--- src/rtl/rv_fetch_unit.sv ---
// Instruction fetch: owns the PC, fetches over a req/valid handshake, and latches the IR for decode.
// Latency: 1 cycle RESET, FETCH holds until imem_valid, ISSUE holds until exec_done; optional FETCH_MISALIGN_TRAP_EN.
// Backpressure: imem_addr is held stable while imem_valid is low; IR is held until exec_done.
module rv_fetch_unit #(
    parameter int               XLEN     = 32,
    parameter logic [XLEN-1:0]  RESET_PC = '0
) (
    input  logic            clk,
    input  logic            rst_n,
    input  logic [1:0]      PCSrc,
    input  logic [XLEN-1:0] ImmExt,
    input  logic [XLEN-1:0] ALUResult,
    input  logic            exec_done,
    output logic            imem_req,
    output logic [XLEN-1:0] imem_addr,
    input  logic            imem_valid,
    input  logic [31:0]     imem_rdata,
    output logic [31:0]     instr,
    output logic            instr_valid,
    output logic [XLEN-1:0] PC,
    output logic [XLEN-1:0] PCPlus4,
    output logic [6:0]      opcode,
    output logic [2:0]      funct3,
    output logic [31:0]     retired,
    output logic            misalign_err
);

`ifdef FETCH_MISALIGN_TRAP_EN
    typedef enum logic [1:0] {S_RESET, S_FETCH, S_ISSUE, S_ERROR} state_t;
    logic            err_q;
`else
    typedef enum logic [1:0] {S_RESET, S_FETCH, S_ISSUE} state_t;
`endif

    state_t          state;
    logic [XLEN-1:0] target;
    logic [XLEN-1:0] target_aligned;

    assign PCPlus4   = PC + XLEN'(4);
    assign imem_addr = PC;
    assign opcode    = instr[6:0];
    assign funct3    = instr[14:12];

    always_comb begin
        target = PCPlus4;
        case (PCSrc)
            2'b01:   target = PC + ImmExt;
            2'b10:   target = ALUResult & ~XLEN'(1);
            default: target = PCPlus4;
        endcase
        target_aligned = target & ~XLEN'(3);
    end

    always_ff @(posedge clk or negedge rst_n) begin
        if (!rst_n) begin
            state       <= S_RESET;
            PC          <= RESET_PC;
            instr       <= 32'h0000_0013;
            instr_valid <= 1'b0;
            imem_req    <= 1'b0;
            retired     <= '0;
`ifdef FETCH_MISALIGN_TRAP_EN
            err_q       <= 1'b0;
`endif
        end else begin
            case (state)
                S_RESET: begin
                    state    <= S_FETCH;
                    imem_req <= 1'b1;
                end
                S_FETCH: begin
                    if (imem_valid) begin
                        instr       <= imem_rdata;
                        state       <= S_ISSUE;
                        imem_req    <= 1'b0;
                        instr_valid <= 1'b1;
                    end
                end
                S_ISSUE: begin
                    if (exec_done) begin
                        retired     <= retired + 32'd1;
                        instr_valid <= 1'b0;
`ifdef FETCH_MISALIGN_TRAP_EN
                        // A misaligned target parks the unit; PC keeps the faulting instruction's address.
                        if (target != target_aligned) begin
                            err_q <= 1'b1;
                            state <= S_ERROR;
                        end else begin
                            PC       <= target;
                            state    <= S_FETCH;
                            imem_req <= 1'b1;
                        end
`else
                        PC       <= target_aligned;
                        state    <= S_FETCH;
                        imem_req <= 1'b1;
`endif
                    end
                end
`ifdef FETCH_MISALIGN_TRAP_EN
                S_ERROR: begin
                    imem_req    <= 1'b0;
                    instr_valid <= 1'b0;
                end
`endif
                default: begin
                    state       <= S_RESET;
                    imem_req    <= 1'b0;
                    instr_valid <= 1'b0;
                end
            endcase
        end
    end

`ifdef FETCH_MISALIGN_TRAP_EN
    assign misalign_err = err_q;
`else
    assign misalign_err = 1'b0;
`endif

endmodule

--- config.mk ---
export PLATFORM = sky130hd
export DESIGN_NAME = rv_fetch_unit
export DESIGN_NICKNAME = d
export VERILOG_FILES = /design/src/rtl/rv_fetch_unit.sv
export SDC_FILE = /design/constraint.sdc
export NUM_CORES = 1
export LEC_CHECK = 0
export BUFFER_PORTS_ARGS = -buffer_cell sky130_fd_sc_hd__buf_2
export CAP_MARGIN = 10
export CORE_ASPECT_RATIO = 1.2
export CORE_MARGIN = 3
export CORE_UTILIZATION = 44
export DETAILED_ROUTE_END_ITERATION = 10
export GPL_ROUTABILITY_DRIVEN = 0
export PLACE_DENSITY = 0.76
export SLEW_MARGIN = 20
export SYNTH_ARGS = -nofsm -noshare
export SYNTH_HDL_FRONTEND = slang
export SYNTH_SLANG_ARGS = --single-unit
--- constraint.sdc ---
create_clock -name clk -period 2.4 [get_ports clk]
set_input_delay 0.36 -clock clk [delete_from_list [all_inputs] [get_ports clk]]
set_output_delay 0.36 -clock clk [all_outputs]
set_load 0.03 [all_outputs]
==> flow_summary.toml, run 1 <==
[power_and_ir_drop]
leakagePower_nw = 5.26
ir_worst_vdd_mv = 0.741
powerDensity_nw_per_um2 = 1150

[place]
placedInstanceArea_um2 = 9600
hpwlAfterDp_um = 19200
dp_slack_ns = -0.191
port_buffers = 263

[die]
die_area_um2 = 18100
die_y_um = 147
core.rowCount = 50
ios = 275
initial_core_util = 0.458
design.core.area_um2 = 15900
die_w_um = 123

[sta]
finClkSkew_ns = 0.0140
fin_ws_ns = -0.278
worst_slew_pin_slew_ns = 0.684
fmax_ghz = 0.373
fin_crit_ns = 2.68
post-route-period-util = 1.12
hold_viol = 0
timing.slew.headroom = 0.544
grt_setup_unrepaired = "yes"
finalSetupViolations = 35
drv_slew = 0

[yosys]
yosys-top-cells-count = "94 x dfrtp_1, 59 x nand2_1, 51 x nor2_1"
synth_cells = 811
synth_area_leader_cell = "dfrtp_1"
ys_ff_latch = 97
ys_warn_count = 0
avgSynthCellArea_um2 = 8.97
synth_area_leaders = "dfrtp_1 32%, xnor2_1 6.0%, ha_1 5.7%, mux2_2 5.4%, buf_4 5.0%"
synth_area_um2 = 7270
yosys.cell_types.count = 71
synth_edf_count = 0
synth_most_common_cell = "dfrtp_1"
synth_top_area_frac = 0.323
yosysSeqAreaShare = 0.334
async_flop_share = 1.00
synth_ff_type = "dfrtp_1"

[worst_setup_path]
reg2reg_slack_ns = -0.28
crit_path_start_kind = "flop"
end_kind = "flop"
worstPathMaxFanout = 3
rr_startpoint = "PC[2]$_DFFE_PN0P_"
r2r_end = "PC[24]$_DFFE_PN0P_"
cp.arrival_ns = 2.89
crit_end = "PC[24]$_DFFE_PN0P_"
worstPathRequired_ns = 2.62
critical_path.startpoint = "PC[2]$_DFFE_PN0P_"
crit_type = "flop to flop"
worstRegToRegCells = 10

[cells_and_area]
final_cell_area_um2 = 11000
final_net_count = 1314
fill_cells = 1148
drive_gt1_frac = 0.530
diodes = 0
areaGrowthSynthToFinish_pct = 51.7

[route]
viasPerCell = 5.86
drt-total-wl_um = 27700
wl_per_cell_um = 19.9
drt_pass1_iterations = 5
ant_nets = 0
drt-initial-drc-count = 719
vias = 8145
route.detailed.drc = 0

[clocking]
htree_levels = 3
clockBufferDepth = 2
cts-root-buf = "clkbuf_16"
insertion_delay_ns = 0.35
cts.clk_slew.worst_paths_ns = 0.08
numCtsBuffers = 9
cts_tree = "yes"
clock_sinks = 97

[hold_path]
hold_path_class = "input port to async pin"

[run]
drv_cap = 0

[global_routing]
overflow = 0
antenna_found_initial = 1
globalRouteTotalUtil = 0.270
grt_pass1_vias = 7557
grt_pass1_wl_um = 38900
grt_max_degree = 49

[run_status]
violations = "setup timing"
status = "finished, violations left"
-- through the flow --
stage	utilization	setup TNS, ns	hold WS, ns	instances	power (mW)
after floorplan	-	-0.0591	0.0644	817	7.68
after detailed placement	0.604	-1.34	0.445	1329	9.91
after global routing	0.694	-7.78	0.103	1391	13.3
after global placement	0.604	-0.823	0.444	1329	9.79
final	0.694	-4.64	0.0603	1391	12.7
after CTS	0.661	-3.16	0.0678	1378	12.0
-- power by group --
group	switching [mW]	leakage [nW]	internal [mW]
sequential	0.460	1.19	2.18
combinational	5.12	3.92	3.45
clock	0.689	0.145	0.825
total	6.26	5.26	6.45
-- cell usage in the layout (no fill, tap or decap), types with 34 or more instances in the layout --
master / Yosys / routed
nand2_1: 59 / 57
buf_2: 5 / 242
buf_6: 0 / 34
nor2_1: 51 / 46
xnor2_1: 50 / 43
a21oi_1: 47 / 36
buf_4: 48 / 160
dfrtp_1: 94 / 75
mux2_2: 35 / 35
nand3_1: 42 / 35
-- how the worst min path moves through the flow --
stage	start	endpoint	slack (ns)	cells after the start
2_1_floorplan	rst_n	PC[10]$_DFFE_PN0P_	0.06	0
3_3_place_gp	rst_n	retired[22]$_DFFE_PN0P_	0.44	1
3_5_place_dp	rst_n	retired[26]$_DFFE_PN0P_	0.44	1
4_1_cts	rst_n	retired[21]$_DFFE_PN0P_	0.07	1
5_1_grt	rst_n	PC[9]$_DFFE_PN0P_	0.10	1
6_report	rst_n	PC[9]$_DFFE_PN0P_	0.06	1
-- registers in the layout (all words and copies together) (netlist names) --
signal,cells
state,2
PC,30
instr_valid,1
retired,32
instr,32
-- critical path: stages (launching register included) --
cell and delay (ns):
dfrtp_2 0.42, buf_6 0.12, ha_4 0.15, fa_2 0.34, a21oi_2 0.17, o211ai_1 0.19
a211oi_2 0.37, o21ai_1 0.12, a21oi_2 0.19, nor4b_1 0.08, or3_1 0.40
-- what timing repair did --
action,in CTS,in global routing
resized for setup,89,91
setup endpoints to repair,34,46
hold buffers,0,0
buffers inserted,33,18
pin swaps,38,52
-- cell type report --
class	instances	area, um2	share of cell area
Sequential cell	97	2450	0.222
Clock inverter	6	75.1	0.00680
Tap cell	208	260	0.0236
Clock buffer	10	229	0.0208
Multi-Input combinational cell	619	5150	0.466
Inverter	14	52.6	0.00476
Timing Repair Buffer	437	2820	0.255
-- logic make-up after synthesis --
family	share of synthesized area
other	0.000516
buffers and inverters	0.0778
adder cells (fa/ha/maj)	0.0595
AO/OA/AOI/OAI	0.174
AND/OR/NAND/NOR	0.197
flip-flops	0.334
XOR/XNOR	0.0939
multiplexers	0.0624
-- metal layers --
| layer | GRT usage | vias to the layer above | share of wire |
|---|---|---|---|
| li1 | - | 3648 | - |
| met2 | 0.479 | 534 | 0.49 |
| met1 | 0.319 | 3836 | 0.37 |
| met3 | 0.0578 | 125 | 0.092 |
| met5 | 0 | - | 0.00040 |
| met4 | 0.0953 | 2 | 0.046 |
Note: power is estimated with default switching activity, not from simulation.
==> run 2, diff against run 1 <==
--- a/config.mk
+++ b/config.mk
@@ -7,12 +7,14 @@
 export LEC_CHECK = 0
 export BUFFER_PORTS_ARGS = -buffer_cell sky130_fd_sc_hd__buf_2
 export CAP_MARGIN = 10
+export CELL_PAD_IN_SITES_DETAIL_PLACEMENT = 0
+export CELL_PAD_IN_SITES_GLOBAL_PLACEMENT = 2
 export CORE_ASPECT_RATIO = 1.2
 export CORE_MARGIN = 3
-export CORE_UTILIZATION = 44
+export CORE_UTILIZATION = 26
 export DETAILED_ROUTE_END_ITERATION = 10
 export GPL_ROUTABILITY_DRIVEN = 0
-export PLACE_DENSITY = 0.76
+export PLACE_DENSITY_LB_ADDON = 0.1
 export SLEW_MARGIN = 20
 export SYNTH_ARGS = -nofsm -noshare
 export SYNTH_HDL_FRONTEND = slang
==> run 2 against run 1 <==
Effect of this change:
- the flow still finishes with violations (setup timing)
- final cell count up 15%
- final area grew 4.8%
- register-to-register slack better by 0.02 ns
- total power up 0.22%
- clock power grew 4%
- critical path depth increased by 2
- sequential power about the same
- die area up 66%
- maximum frequency up 0.68%
- non-clock buffer count increased by 37
==> flow_summary.toml, run 2 (same netlist as run 1, synthesis figures left out) <==
[clocking]
cts_tree = "yes"
ctsHoldBuffers = 0
htree_levels = 3
cts.clk_slew.worst_paths_ns = 0.08
clock_sinks = 97
numCtsBuffers = 9
clockBufferDepth = 2
insertion_delay_ns = 0.36
cts-root-buf = "clkbuf_16"

[route]
met2_length_um = 14000
ant_nets = 0
viasPerCell = 4.77
drt-initial-drc-count = 297
drt-total-wl_um = 28400
wl_per_cell_um = 17.8
route.met3.wl_um = 1250
wirelength_met1_um = 12800
drt_pass1_iterations = 4
route.detailed.drc = 0
top_layer_used = "met4"
vias = 7598

[worst_setup_path]
crit_type = "flop to flop"
worstRegToRegCells = 12
crit_end = "PC[28]$_DFFE_PN0P_"
r2r_end = "PC[28]$_DFFE_PN0P_"
end_kind = "flop"
critical_path.startpoint = "PC[2]$_DFFE_PN0P_"
cp_cell_sequence = "buf_6 > ha_4 > fa_2 > a21oi_2 > o211ai_1 > a211oi_2 > buf_4 > buf_6 > or4_1 > nand2_1 > o21ai_1 > a41o_1"
slowest_delay_ns = 0.47
worstPathRequired_ns = 2.65
crit_top_cell = "buf_6"
crit_path_start_kind = "flop"
worstPathMaxFanout = 3
reg2reg_slack_ns = -0.26
cp_slowest_cell = "or4_1"
rr_startpoint = "PC[2]$_DFFE_PN0P_"
cp.arrival_ns = 2.91

[place]
port_buffers = 263
dp.cells = 1530
placedInstanceArea_um2 = 10100
hpwlAfterDp_um = 22100

[cells_and_area]
final_net_count = 1351
drive_gt1_frac = 0.542
top_regs = "instr (32), retired (32), PC (30)"
layout_commonest_cell = "buf_2"
areaGrowthSynthToFinish_pct = 59.0
diodes = 0
final_cell_area_um2 = 11600
final_util = 0.423
mostFrequentLayoutCells = "241 x buf_2, 189 x buf_4, 74 x dfrtp_1, 58 x nand2_1, 45 x nor2_1"
fin_cells = 1594

[power_and_ir_drop]
leakagePower_nw = 5.46
powerDensity_nw_per_um2 = 1100
ir_worst_vdd_mv = 0.519
switchingPower_mw = 6.16
power_frac_seq = 0.205
p_sw_frac = 0.483
p_comb_frac = 0.672
clock_power_share = 0.123
cellInternalPower_mw = 6.59

[die]
die_area_um2 = 30000
design.core.area_um2 = 27300
die_w_um = 159
ios = 275
initial_core_util = 0.266
die_y_um = 189
core.rowCount = 66

[sta]
worst_slew_pin_slew_ns = 0.582
finalSetupViolations = 35
post-route-period-util = 1.11
fin_crit_ns = 2.66
grt_setup_unrepaired = "yes"
finClkSkew_ns = 0.0125
drv_slew = 0
hold_viol = 0
timing.slew.headroom = 0.612
fmax_ghz = 0.376
fin_ws_ns = -0.260

[hold_path]
hold_path_class = "input port to async pin"

[global_routing]
grt_pass1_wl_um = 43100
overflow = 0
globalRouteTotalUtil = 0.184
grt_max_degree = 42
grt_pass1_vias = 7678
antenna_found_initial = 0

[run_status]
status = "finished, violations left"
violations = "setup timing"

[run]
drv_cap = 0
-- run 2: cell types whose count changed in the layout (fill, tap and decap cells not counted), moves of 3 or more --
cell,previous run,this run
buf_4,160,189
buf_6,34,40
buf_12,1,4
a21oi_2,9,6
a21oi_1,36,39
-- run 2: worst min path at each step --
stage	from	end	slack, ns	cells past startpoint
2_1_floorplan	rst_n	PC[10]$_DFFE_PN0P_	0.06	0
3_3_place_gp	rst_n	retired[19]$_DFFE_PN0P_	0.42	1
3_5_place_dp	rst_n	retired[19]$_DFFE_PN0P_	0.41	1
4_1_cts	rst_n	retired[1]$_DFFE_PN0P_	0.02	1
5_1_grt	rst_n	retired[1]$_DFFE_PN0P_	0.04	1
6_report	rst_n	retired[12]$_DFFE_PN0P_	0.004	1
-- run 2: cell type report --
cell class,instances,area [um2]
clock buffers,9,225
clock inverters,7,83.8
fillers,2802,15800
inverters,14,52.6
multi-input cells,619,5120
flip-flops and latches,97,2460
well taps,374,468
repair buffers,474,3160
-- run 2: critical path: cells and delay by family (launching register included) --
kind / cells / cell delay [ns]
compound gates: 5 / 0.86
simple gates: 2 / 0.58
buf+inv: 3 / 0.40
flops: 1 / 0.38
fa+ha+maj: 2 / 0.34
-- run 2: metal layers --
layer	vias to the layer above	GRT usage
met5	-	0
met4	0	0.0285
met3	22	0.0231
met2	199	0.318
met1	3660	0.249
li1	3717	-
-- run 2: power by group through the flow --
stage,Clock [mW],Combinational (mW),Sequential (mW)
global route,1.69,9.25,2.70
CTS,1.63,8.24,2.61
global placement,0,7.62,2.61
detailed placement,0,7.60,2.63
finish,1.57,8.57,2.61
floorplan,0,3.95,3.73
-- run 2: what timing repair did --
item / in CTS / in global routing
gates resized for setup: 120 / 53
pin swaps: 48 / 57
setup endpoints to repair: 41 / 44
setup buffers: 31 / 25
-- run 2: per-stage QoR --
step	hold slack (ns)	power (mW)	worst slack [ns]	setup TNS, ns
4_1_cts	0.0244	12.5	-0.292	-5.35
3_5_place_dp	0.414	10.2	-0.359	-3.52
6_report	0.00395	12.7	-0.260	-3.95
3_3_place_gp	0.416	10.2	-0.261	-2.89
2_1_floorplan	0.0644	7.68	-0.0301	-0.0591
5_1_grt	0.0425	13.6	-0.325	-8.16
